## src/rtl/mem_lsu.sv

```systemverilog
// mem_lsu: load/store initiator for the single-port data memory with RMW sub-word stores.
// Optional misalignment trap enabled by defining MEM_LSU_MISALIGN_TRAP_EN.
module mem_lsu (
  input  logic        clk,
  input  logic        reset,
  input  logic        io_req_valid,
  output logic        io_req_ready,
  input  logic        io_req_wr,
  input  logic [2:0]  io_req_typ,
  input  logic [31:0] io_req_addr,
  input  logic [31:0] io_req_wdata,
  output logic        io_resp_valid,
  output logic [31:0] io_resp_data,
  output logic        io_resp_misaligned,
  output logic        io_mem_en,
  output logic [1:0]  io_mem_func,
  output logic [31:0] io_mem_addr,
  output logic [31:0] io_mem_wr_data,
  input  logic [31:0] io_mem_rd_data
);

  localparam logic [2:0] S_IDLE  = 3'd0;
  localparam logic [2:0] S_RD    = 3'd1;
  localparam logic [2:0] S_WR    = 3'd2;
  localparam logic [2:0] S_MERGE = 3'd3;
  localparam logic [2:0] S_RESP  = 3'd4;

  localparam logic [1:0] SZ_B = 2'd0;
  localparam logic [1:0] SZ_H = 2'd1;
  localparam logic [1:0] SZ_W = 2'd2;

  logic [2:0]  state_q, state_d;
  logic        wr_q, wr_d;
  logic        rmw_q, rmw_d;
  logic        uns_q, uns_d;
  logic [1:0]  size_q, size_d;
  logic [31:0] addr_q, addr_d;
  logic [31:0] wdata_q, wdata_d;
  logic [31:0] data_q, data_d;

  logic [1:0]  req_size;
  logic        req_mis;
  logic [31:0] req_addr;
  logic [4:0]  shamt;
  logic [7:0]  lane_b;
  logic [15:0] lane_h;
  logic [31:0] load_val;
  logic [31:0] resp_val;
  logic [31:0] mask;
  logic [31:0] merged;

  // Reserved funct3 codes fall through to word size
  assign req_size = (io_req_typ[1:0] == 2'b00) ? SZ_B :
                    (io_req_typ[1:0] == 2'b01) ? SZ_H : SZ_W;

`ifdef MEM_LSU_MISALIGN_TRAP_EN
  logic mis_q, mis_d;

  assign req_mis = ((req_size == SZ_H) && io_req_addr[0]) ||
                   ((req_size == SZ_W) && (io_req_addr[1:0] != 2'b00));
  assign req_addr = io_req_addr;
  assign io_resp_misaligned = (state_q == S_RESP) && mis_q;
`else
  assign req_mis = 1'b0;
  assign req_addr = (req_size == SZ_W) ? {io_req_addr[31:2], 2'b00} :
                    (req_size == SZ_H) ? {io_req_addr[31:1], 1'b0} :
                    io_req_addr;
  assign io_resp_misaligned = 1'b0;
`endif

  assign shamt = {addr_q[1:0], 3'b000};

  always_comb begin
    lane_b = io_mem_rd_data[7:0];
    unique case (addr_q[1:0])
      2'd0: lane_b = io_mem_rd_data[7:0];
      2'd1: lane_b = io_mem_rd_data[15:8];
      2'd2: lane_b = io_mem_rd_data[23:16];
      2'd3: lane_b = io_mem_rd_data[31:24];
    endcase
  end

  assign lane_h = addr_q[1] ? io_mem_rd_data[31:16] : io_mem_rd_data[15:0];

  always_comb begin
    load_val = io_mem_rd_data;
    if (size_q == SZ_B)
      load_val = uns_q ? {24'b0, lane_b} : {{24{lane_b[7]}}, lane_b};
    else if (size_q == SZ_H)
      load_val = uns_q ? {16'b0, lane_h} : {{16{lane_h[15]}}, lane_h};
  end

`ifdef MEM_LSU_MISALIGN_TRAP_EN
  assign resp_val = (wr_q || mis_q) ? 32'b0 : load_val;
`else
  assign resp_val = wr_q ? 32'b0 : load_val;
`endif

  assign mask = ((size_q == SZ_B) ? 32'h0000_00FF : 32'h0000_FFFF) << shamt;
  assign merged = (io_mem_rd_data & ~mask) | ((wdata_q << shamt) & mask);

  always_comb begin
    state_d = state_q;
    wr_d    = wr_q;
    rmw_d   = rmw_q;
    uns_d   = uns_q;
    size_d  = size_q;
    addr_d  = addr_q;
    wdata_d = wdata_q;
    data_d  = data_q;
`ifdef MEM_LSU_MISALIGN_TRAP_EN
    mis_d   = mis_q;
`endif
    unique case (state_q)
      S_IDLE: begin
        if (io_req_valid) begin
          wr_d    = io_req_wr;
          rmw_d   = io_req_wr && (req_size != SZ_W);
          uns_d   = io_req_typ[2];
          size_d  = req_size;
          addr_d  = req_addr;
          wdata_d = io_req_wdata;
`ifdef MEM_LSU_MISALIGN_TRAP_EN
          mis_d   = req_mis;
`endif
          if (req_mis)
            state_d = S_RESP;
          else if (io_req_wr && (req_size == SZ_W))
            state_d = S_WR;
          else
            state_d = S_RD;
        end
      end
      S_RD:    state_d = rmw_q ? S_MERGE : S_RESP;
      S_WR:    state_d = S_RESP;
      S_MERGE: state_d = S_RESP;
      S_RESP: begin
        data_d  = resp_val;
        state_d = S_IDLE;
      end
      default: state_d = S_IDLE;
    endcase
  end

  always_ff @(posedge clk) begin
    if (reset) begin
      state_q <= S_IDLE;
      wr_q    <= 1'b0;
      rmw_q   <= 1'b0;
      uns_q   <= 1'b0;
      size_q  <= SZ_W;
      addr_q  <= 32'b0;
      wdata_q <= 32'b0;
      data_q  <= 32'b0;
`ifdef MEM_LSU_MISALIGN_TRAP_EN
      mis_q   <= 1'b0;
`endif
    end else begin
      state_q <= state_d;
      wr_q    <= wr_d;
      rmw_q   <= rmw_d;
      uns_q   <= uns_d;
      size_q  <= size_d;
      addr_q  <= addr_d;
      wdata_q <= wdata_d;
      data_q  <= data_d;
`ifdef MEM_LSU_MISALIGN_TRAP_EN
      mis_q   <= mis_d;
`endif
    end
  end

  // Response data is live during the pulse and then held by data_q
  assign io_req_ready   = (state_q == S_IDLE);
  assign io_resp_valid  = (state_q == S_RESP);
  assign io_resp_data   = io_resp_valid ? resp_val : data_q;
  assign io_mem_en      = (state_q == S_RD) || (state_q == S_WR) ||
                          (state_q == S_MERGE);
  assign io_mem_func    = ((state_q == S_WR) || (state_q == S_MERGE)) ?
                          2'd1 : 2'd0;
  assign io_mem_addr    = io_mem_en ? {addr_q[31:2], 2'b00} : 32'b0;
  assign io_mem_wr_data = (state_q == S_WR)    ? wdata_q :
                          (state_q == S_MERGE) ? merged  : 32'b0;

endmodule
```

## config.mk

```make
export PLATFORM = sky130hd
export DESIGN_NAME = mem_lsu
export DESIGN_NICKNAME = d
export VERILOG_FILES = /design/src/rtl/mem_lsu.sv
export SDC_FILE = /design/constraint.sdc
export NUM_CORES = 1
export LEC_CHECK = 0
export BUFFER_PORTS_ARGS = -buffer_cell sky130_fd_sc_hd__buf_4
export CAP_MARGIN = 20
export CORE_MARGIN = 8
export CORE_UTILIZATION = 25
export DETAILED_ROUTE_END_ITERATION = 10
export HOLD_SLACK_MARGIN = 0.03
export PLACE_DENSITY = 0.42
export SYNTH_ARGS = -nofsm -noshare
export SYNTH_HDL_FRONTEND = slang
export SYNTH_SLANG_ARGS = --single-unit
```

## constraint.sdc

```tcl
create_clock -name clk -period 4.55 [get_ports clk]
set_input_delay 0.2275 -clock clk [delete_from_list [all_inputs] [get_ports clk]]
set_output_delay 0.2275 -clock clk [all_outputs]
set_load 0.03 [all_outputs]
```

==> impl_results.md, run 1 <==
* Setup CP Type: flip-flop to output port
* Final core occ at 33.9%
* Post-Syn Instances at a little under 800
* GPL Wtd Cong at 0.835
* Clk_skew at 7.26 ps
* P per Cell Area at 320 nW/um2
* Period utilization at 75.0%
* Die W at 167 um
* Mux cell area share after synthesis at between 5 and 6%
* WHS Path Cells at 3
* CTS Root Buffer Type: clkbuf_16
* DR DRC count at 0
* CP Max Fanout at 29
* Hold Buf Count CTS at 0
* Buf+Inv Stages, Crit Path at 2
* Yosys reg bits at 104
* Status: finished clean
* Reg2reg path depth at 4
* Drt wl/cell at between 15 and 20 um
* Post-cts resize count at 0
* Async S/R FF share, synth at 0%
* Post-Route Setup TNS at 0 ps
* Max-slew violation count at 0
* Top FF cell, synth: dfxtp_1
* Tot GR Track Use at 16.5%
* Compound-Gate Fraction of Synth Area at 25.4%
* Adder-cell share of the synthesized area at 0%
* Fill count at 2468
* Area Growth Syn to Fin at 34.0%
* Actual slew at the worst max-slew pin at 970 ps
* Core area at 22500 um2
* Drt first-iter violations at 395
* Initial Utilization at 25.3%
* CP max stage delay at around 960 ps
* Static Leakage at 3.18 nW
* Slowest cell on the critical path: dfxtp_1
* Post-Synth XOR/XNOR Area at 0%
* Max Cap Viol at 0
* Post-synthesis sequential area ratio at 36.6%
* PortBufs at 200
* Largest net degree at the start of global routing at 71
* Crit path depth at 5
* Worst EP arrival at 3190 ps
* Combinational family with the most area after synthesis: simple AND/OR/NAND/NOR gates
* Final setup viols at 0
* CTS tree: done
* CP Launch Type: flip-flop
* Final ANT Viol Nets at 0
* RSZ-0062 raised after global routing: no
* Worst vdd ir at 0.154 mV
* H-tree depth at 3
* Number of synthesized flops with an enable pin at 0
* Total Wirelength at 23700 um
* Vias in the first global route at approximately 6000
* Antenna diodes at 0
* Cell area after synthesis at approximately 5700 um2
* Min cycle time layout at 3410 ps
* Fmax at 293 MHz
* Fin. Hold Viols at 0
* Clock buffer depth at 2
* Worst hold path class: primary input to flip-flop
* Headroom to the max-slew limit at 35.2%
* Gr ovfl total at 0
* Worst skew pair latency at 360 ps
* Dpl hpwl at about 18000 um
* Crit end category: output port
* CTS clock-pin slew for the worst setup and hold paths at roughly 80 ps
* Nets at slightly above 1000
* DR vias/cell at 4.87
* Clock sinks at 104
* Layout cell share with drive strength beyond 1 at 26.3%
* Vias at between 5000 and 6000
* CP Data Required Time at about 4300 ps
* Die ar. at approximately 28000 um2
* Synth cell types at 44
* Row count at between 50 and 60
* CP top delay family: buffers and inverters
* # IOs at just over 200
* Initial antenna violation count at 0
* TritonCTS buffer count at 9
* 1st-pass router iterations at 5
* Critical path, cell by cell: clkinv_1, and2_1, o21ai_0, o31ai_1, buf_4
* Simple-Gate Fraction of Synth Area at 25.8%
* Yosys warning count at 0
* Syn avg cell area at ~7.4 um2
* Post-CTS Setup Bufs at 0
* Die Ht at 167 um
* First-pass GRT wire length at 36000 um
[synth_stat cells, types with 2 or more instances]
master | n | area [um2]
buf_4 | 5 | 37.5
o221ai_1 | 8 | 70.1
or4_1 | 7 | 52.6
and2_1 | 32 | 200
buf_2 | 19 | 95.1
dfxtp_1 | 104 | 2080
a32o_1 | 16 | 160
inv_1 | 11 | 41.3
nor2b_1 | 10 | 62.6
clkbuf_1 | 35 | 131
clkinv_1 | 3 | 11.3
o21ai_0 | 44 | 220
mux2i_1 | 33 | 330
buf_6 | 2 | 22.5
nor3_1 | 3 | 15.0
a22o_1 | 8 | 70.1
nor3b_1 | 2 | 15.0
o32ai_1 | 8 | 70.1
a21oi_1 | 91 | 455
o21ai_1 | 9 | 45.0
nand2_1 | 191 | 717
nand3_1 | 2 | 10.0
o22ai_1 | 10 | 62.6
nand2b_1 | 6 | 37.5
buf_1 | 4 | 15.0
nand3b_1 | 10 | 75.1
o31ai_1 | 15 | 113
nor2_1 | 57 | 214
o21ai_2 | 13 | 114
[worst register-to-register path, stage by stage (launching register included)]
cell and delay (ps):
dfxtp_1 960, clkinv_1 820, and2_1 440, o21ai_0 300
o31ai_1 120
[final timing paths]
kind	from	end	slack [ps]
max	size_q[1]$_SDFFE_PP1P_	io_resp_data[2]	1140
min	io_req_addr[10]	addr_q[10]$_SDFFE_PP0P_	110
max reg2reg	size_q[1]$_SDFFE_PP1P_	data_q[3]$_SDFF_PP0_	1790
min reg2reg	addr_q[7]$_SDFFE_PP0P_	addr_q[7]$_SDFFE_PP0P_	450
[power breakdown]
part | internal [W] | switching (W) | total [W]
logic | 0.000220 | 0.000377 | 0.000597
registers | 0.000972 | 0.0000582 | 0.00103
clock network | 0.000432 | 0.000383 | 0.000815
[per-stage QoR]
stage	power [W]	instance area, um2	setup slack [ps]	hold slack, ps	instances
floorplan	0.00141	5710	2290	345	776
global placement	0.00166	7330	1660	438	1204
detailed placement	0.00166	7330	1560	441	1204
CTS	0.00248	7630	1170	90.4	1220
global route	0.00257	7630	904	90.8	1220
finish	0.00244	7630	1140	105	1220
[state kept, by name, indices dropped and copies added, names as in the netlist]
name     flops
wdata_q     32
rmw_q        1
state_q      3
uns_q        1
wr_q         1
addr_q      32
data_q      32
size_q       2
[layout make-up]
cell class,instances,area (um2),area share [%]
clock buffers,10,229,3.00
clock inverters,6,67.6,0.886
inverters,14,52.6,0.689
multi-input cells,593,3280,43.0
flip-flops and latches,104,2080,27.3
well taps,285,357,4.67
repair buffers,208,1560,20.5
[placed cells by master, fill, tap and decap left out, types with 3 or more instances in the layout]
cell type and count:
a22o_1 8, inv_1 11, mux2i_1 33, nor2b_1 10
nand2_1 190, o21ai_2 13, buf_4 208, o31ai_1 15
nand3b_1 10, and2_1 31, a21oi_1 91, a32o_1 16
o221ai_1 8, clkinv_1 3, or4_1 7, dfxtp_1 104
nand2b_1 6, clkbuf_16 9, o32ai_1 8, nor3_1 3
o22ai_1 10, o21ai_1 9, nor2_1 57, o21ai_0 44
conb_1 4
[metal layers]
metal  GRT usage (%)  vias up  routed length (um)
met5               0        -                   0
met3            6.24       12                2190
met1            21.3     2749               10700
met4            2.94        0                 161
li1                -     2976                   -
met2            26.0      205               10700
[cell families (layout without fill, tap and decap cells)]
group / count (synthesis) / in the layout
flops: 104 / 104
compound gates: 228 / 228
mux: 34 / 34
simple gates: 327 / 327
buf+inv: 79 / 238
other cells: 1 / 4
(Power assumes the default switching activity.)
==> run 2, diff against run 1 <==
==> constraint.sdc (replaced) <==
create_clock -name clk -period 3.47 [get_ports clk]
set_input_delay 0.1735 -clock clk [delete_from_list [all_inputs] [get_ports clk]]
set_output_delay 0.1735 -clock clk [all_outputs]
set_load 0.03 [all_outputs]
==> impl_results.md, run 2 (same netlist as run 1, synthesis figures left out) <==
* Worst EP arrival at 2650 ps (-540 ps)
* Initial antenna violation count at 0 (unchanged)
* Headroom to the max-slew limit at 39.2% (+4.0 points)
* Gr ovfl total at 0 (unchanged)
* First-pass GRT wire length at 35700 um (-0.86%)
* Final setup viols at 0 (unchanged)
* Clock group share of total power at 32.4% (-1.0 points)
* Drt wl/cell at 19.4 um (-0.20%)
* Actual slew at the worst max-slew pin at 912 ps (-58.3 ps)
* Period utilization at 81.3%
* H-tree depth at 3 (unchanged)
* Final core occ at 34.2% (+0.28 points)
* Sequential power share at 42.1% (about the same)
* Crit end category: output port
* Max-slew violation count at 0 (unchanged)
* Die ar. at 27900 um2 (unchanged)
* Layout cell share with drive strength beyond 1 at 27.0% (+0.65 points)
* Total Wirelength at 23800 um (+0.37%)
* Tot GR Track Use at 16.4% (-0.069 points)
* Post-Route Setup TNS at 0 ps (unchanged)
* Hold Buf Count CTS at 0 (unchanged)
* CTS clock-pin slew for the worst setup and hold paths at 80 ps (about the same)
* Overall power at 0.00319 W (+30%)
* Area Growth Syn to Fin at 35.1%
* GPL Wtd Cong at 0.825 (-1.2%)
* Initial Utilization at 25.3% (unchanged)
* Fmax at 354 MHz
* Commonest cells after routing, fill and taps aside: buf_4, nand2_1, dfxtp_1, a21oi_1, nor2_1
* Finished Cell Area at 7690 um2 (+0.84%)
* 1st-pass router iterations at 5 (unchanged)
* Static Leakage at 3.21 nW (+1.1%)
* DR vias/cell at 4.90 (+0.62%)
* Post-CTS Setup Bufs at 0 (unchanged)
* Core area at 22500 um2 (unchanged)
* Setup CP Type: flip-flop to output port
* RSZ-0062 raised after global routing: no
* Max Cap Viol at 0 (unchanged)
* Largest net degree at the start of global routing at 44 (-38%)
* Placed instance area at 7400 um2 (+0.97%)
* Status: finished clean
* Clk_skew at 11.1 ps (+3.85 ps)
* Final ANT Viol Nets at 0 (unchanged)
* Min cycle time layout at around 2800 ps
* CP Launch Type: flip-flop
* Worst skew pair latency at 360 ps (about the same)
* Internal Power at 0.00210 W (+29%)
* Clock sinks at 104 (unchanged)
* Die W at 167 um (unchanged)
* DR DRC count at 0 (unchanged)
* Fin. Hold Viols at 0 (unchanged)
* Clock buffer depth at 2 (unchanged)
* CTS tree: done
* Vias at 6013 (+1.2%)
* Most common cell after layout, fill and taps aside: buf_4
* CP Data Required Time at 3300 ps (-1020 ps)
* Net Sw Power at 0.00109 W (+33%)
* Post-cts resize count at 0 (unchanged)
* CP Max Fanout at 43 (+48%)
* Nets at 1040 (+0.68%)
* Logic pwr share at 25.5% (+1.1 points)
* CTS Root Buffer Type: clkbuf_16
* Antenna diodes at 0 (unchanged)
* Vias in the first global route at 5908 (-0.92%)
* Biggest regs: addr_q: 32 flops, data_q: 32 flops, wdata_q: 32 flops
* Worst hold path class: primary input to flip-flop
* PortBufs at 200 (unchanged)
* Dpl hpwl at 18300 um (+1.7%)
* # IOs at 205 (unchanged)
* Fill count at 2450 (-0.73%)
* Sw Ratio at 34.2% (+0.76 points)
* Worst vdd ir at 0.265 mV (+72%)
* P per Cell Area at 414 nW/um2 (+29%)
* TritonCTS buffer count at 9 (unchanged)
* Drt first-iter violations at 411 (+4.1%)
* Die Ht at 167 um (unchanged)
* Row count at 55 (unchanged)
run 2: cell types whose count changed in the layout (fill, tap and decap cells not counted):
cell / before / now
buf_12: 0 / 2
nand2_2: 0 / 1
inv_6: 1 / 2
nand2_4: 1 / 0
and2_2: 0 / 1
clkinv_4: 0 / 1
clkbuf_8: 0 / 1
bufinv_16: 1 / 0
clkbuf_1: 1 / 0
and2_4: 1 / 0
clkinv_2: 2 / 1
buf_4: 208 / 213
run 2: layout make-up:
| type | instances | area, um2 | share of cell area (%) |
|---|---|---|---|
| clock inverter | 6 | 50.0 | 0.651 |
| multi-input combinational | 593 | 3270 | 42.6 |
| inverter | 14 | 52.6 | 0.683 |
| timing repair buffer | 215 | 1640 | 21.3 |
| sequential | 104 | 2080 | 27.1 |
| tap | 285 | 357 | 4.64 |
| clock buffer | 10 | 239 | 3.11 |
run 2: power by group through the flow:
stage	Combinational [W]	Clock [W]	Sequential (W)
floorplan	0.000509	0	0.00134
global placement	0.000824	0	0.00137
detailed placement	0.000822	0	0.00137
CTS	0.000825	0.00107	0.00134
global route	0.000887	0.00112	0.00135
finish	0.000811	0.00103	0.00134
run 2: critical path, cell delays in order (launching register included):
cell and delay (ps):
dfxtp_1 500, or3b_1 630, buf_4 340, a2111oi_0 360, a22o_1 250, buf_4 180
run 2: through the flow:
stage / cells / hold slack, ps / setup slack [ps]
2_1_floorplan: 776 / 291 / 1260
3_3_place_gp: 1211 / 422 / 1040
3_5_place_dp: 1211 / 428 / 1070
4_1_cts: 1227 / 38.6 / 667
5_1_grt: 1227 / 45.8 / 436
6_report: 1227 / 48.7 / 649
run 2: final timing paths:
kind | from | endpoint | cells after the start | slack (ps)
max | state_q[0]$_SDFFE_PP0P_ | io_resp_data[7] | 5 | 650
min | io_req_wdata[10] | wdata_q[10]$_SDFFE_PP0P_ | 3 | 50
max reg2reg | state_q[0]$_SDFFE_PP0P_ | data_q[7]$_SDFF_PP0_ | 5 | 1140
min reg2reg | addr_q[25]$_SDFFE_PP0P_ | addr_q[25]$_SDFFE_PP0P_ | 2 | 450
run 2: routing by layer:
metal | vias up | GRT usage [%] | routed length (um)
met5 | - | 0 | 0
met4 | 0 | 3.64 | 320
met3 | 14 | 7.14 | 2330
met2 | 208 | 24.6 | 10300
met1 | 2801 | 21.3 | 10900
li1 | 2990 | - | -
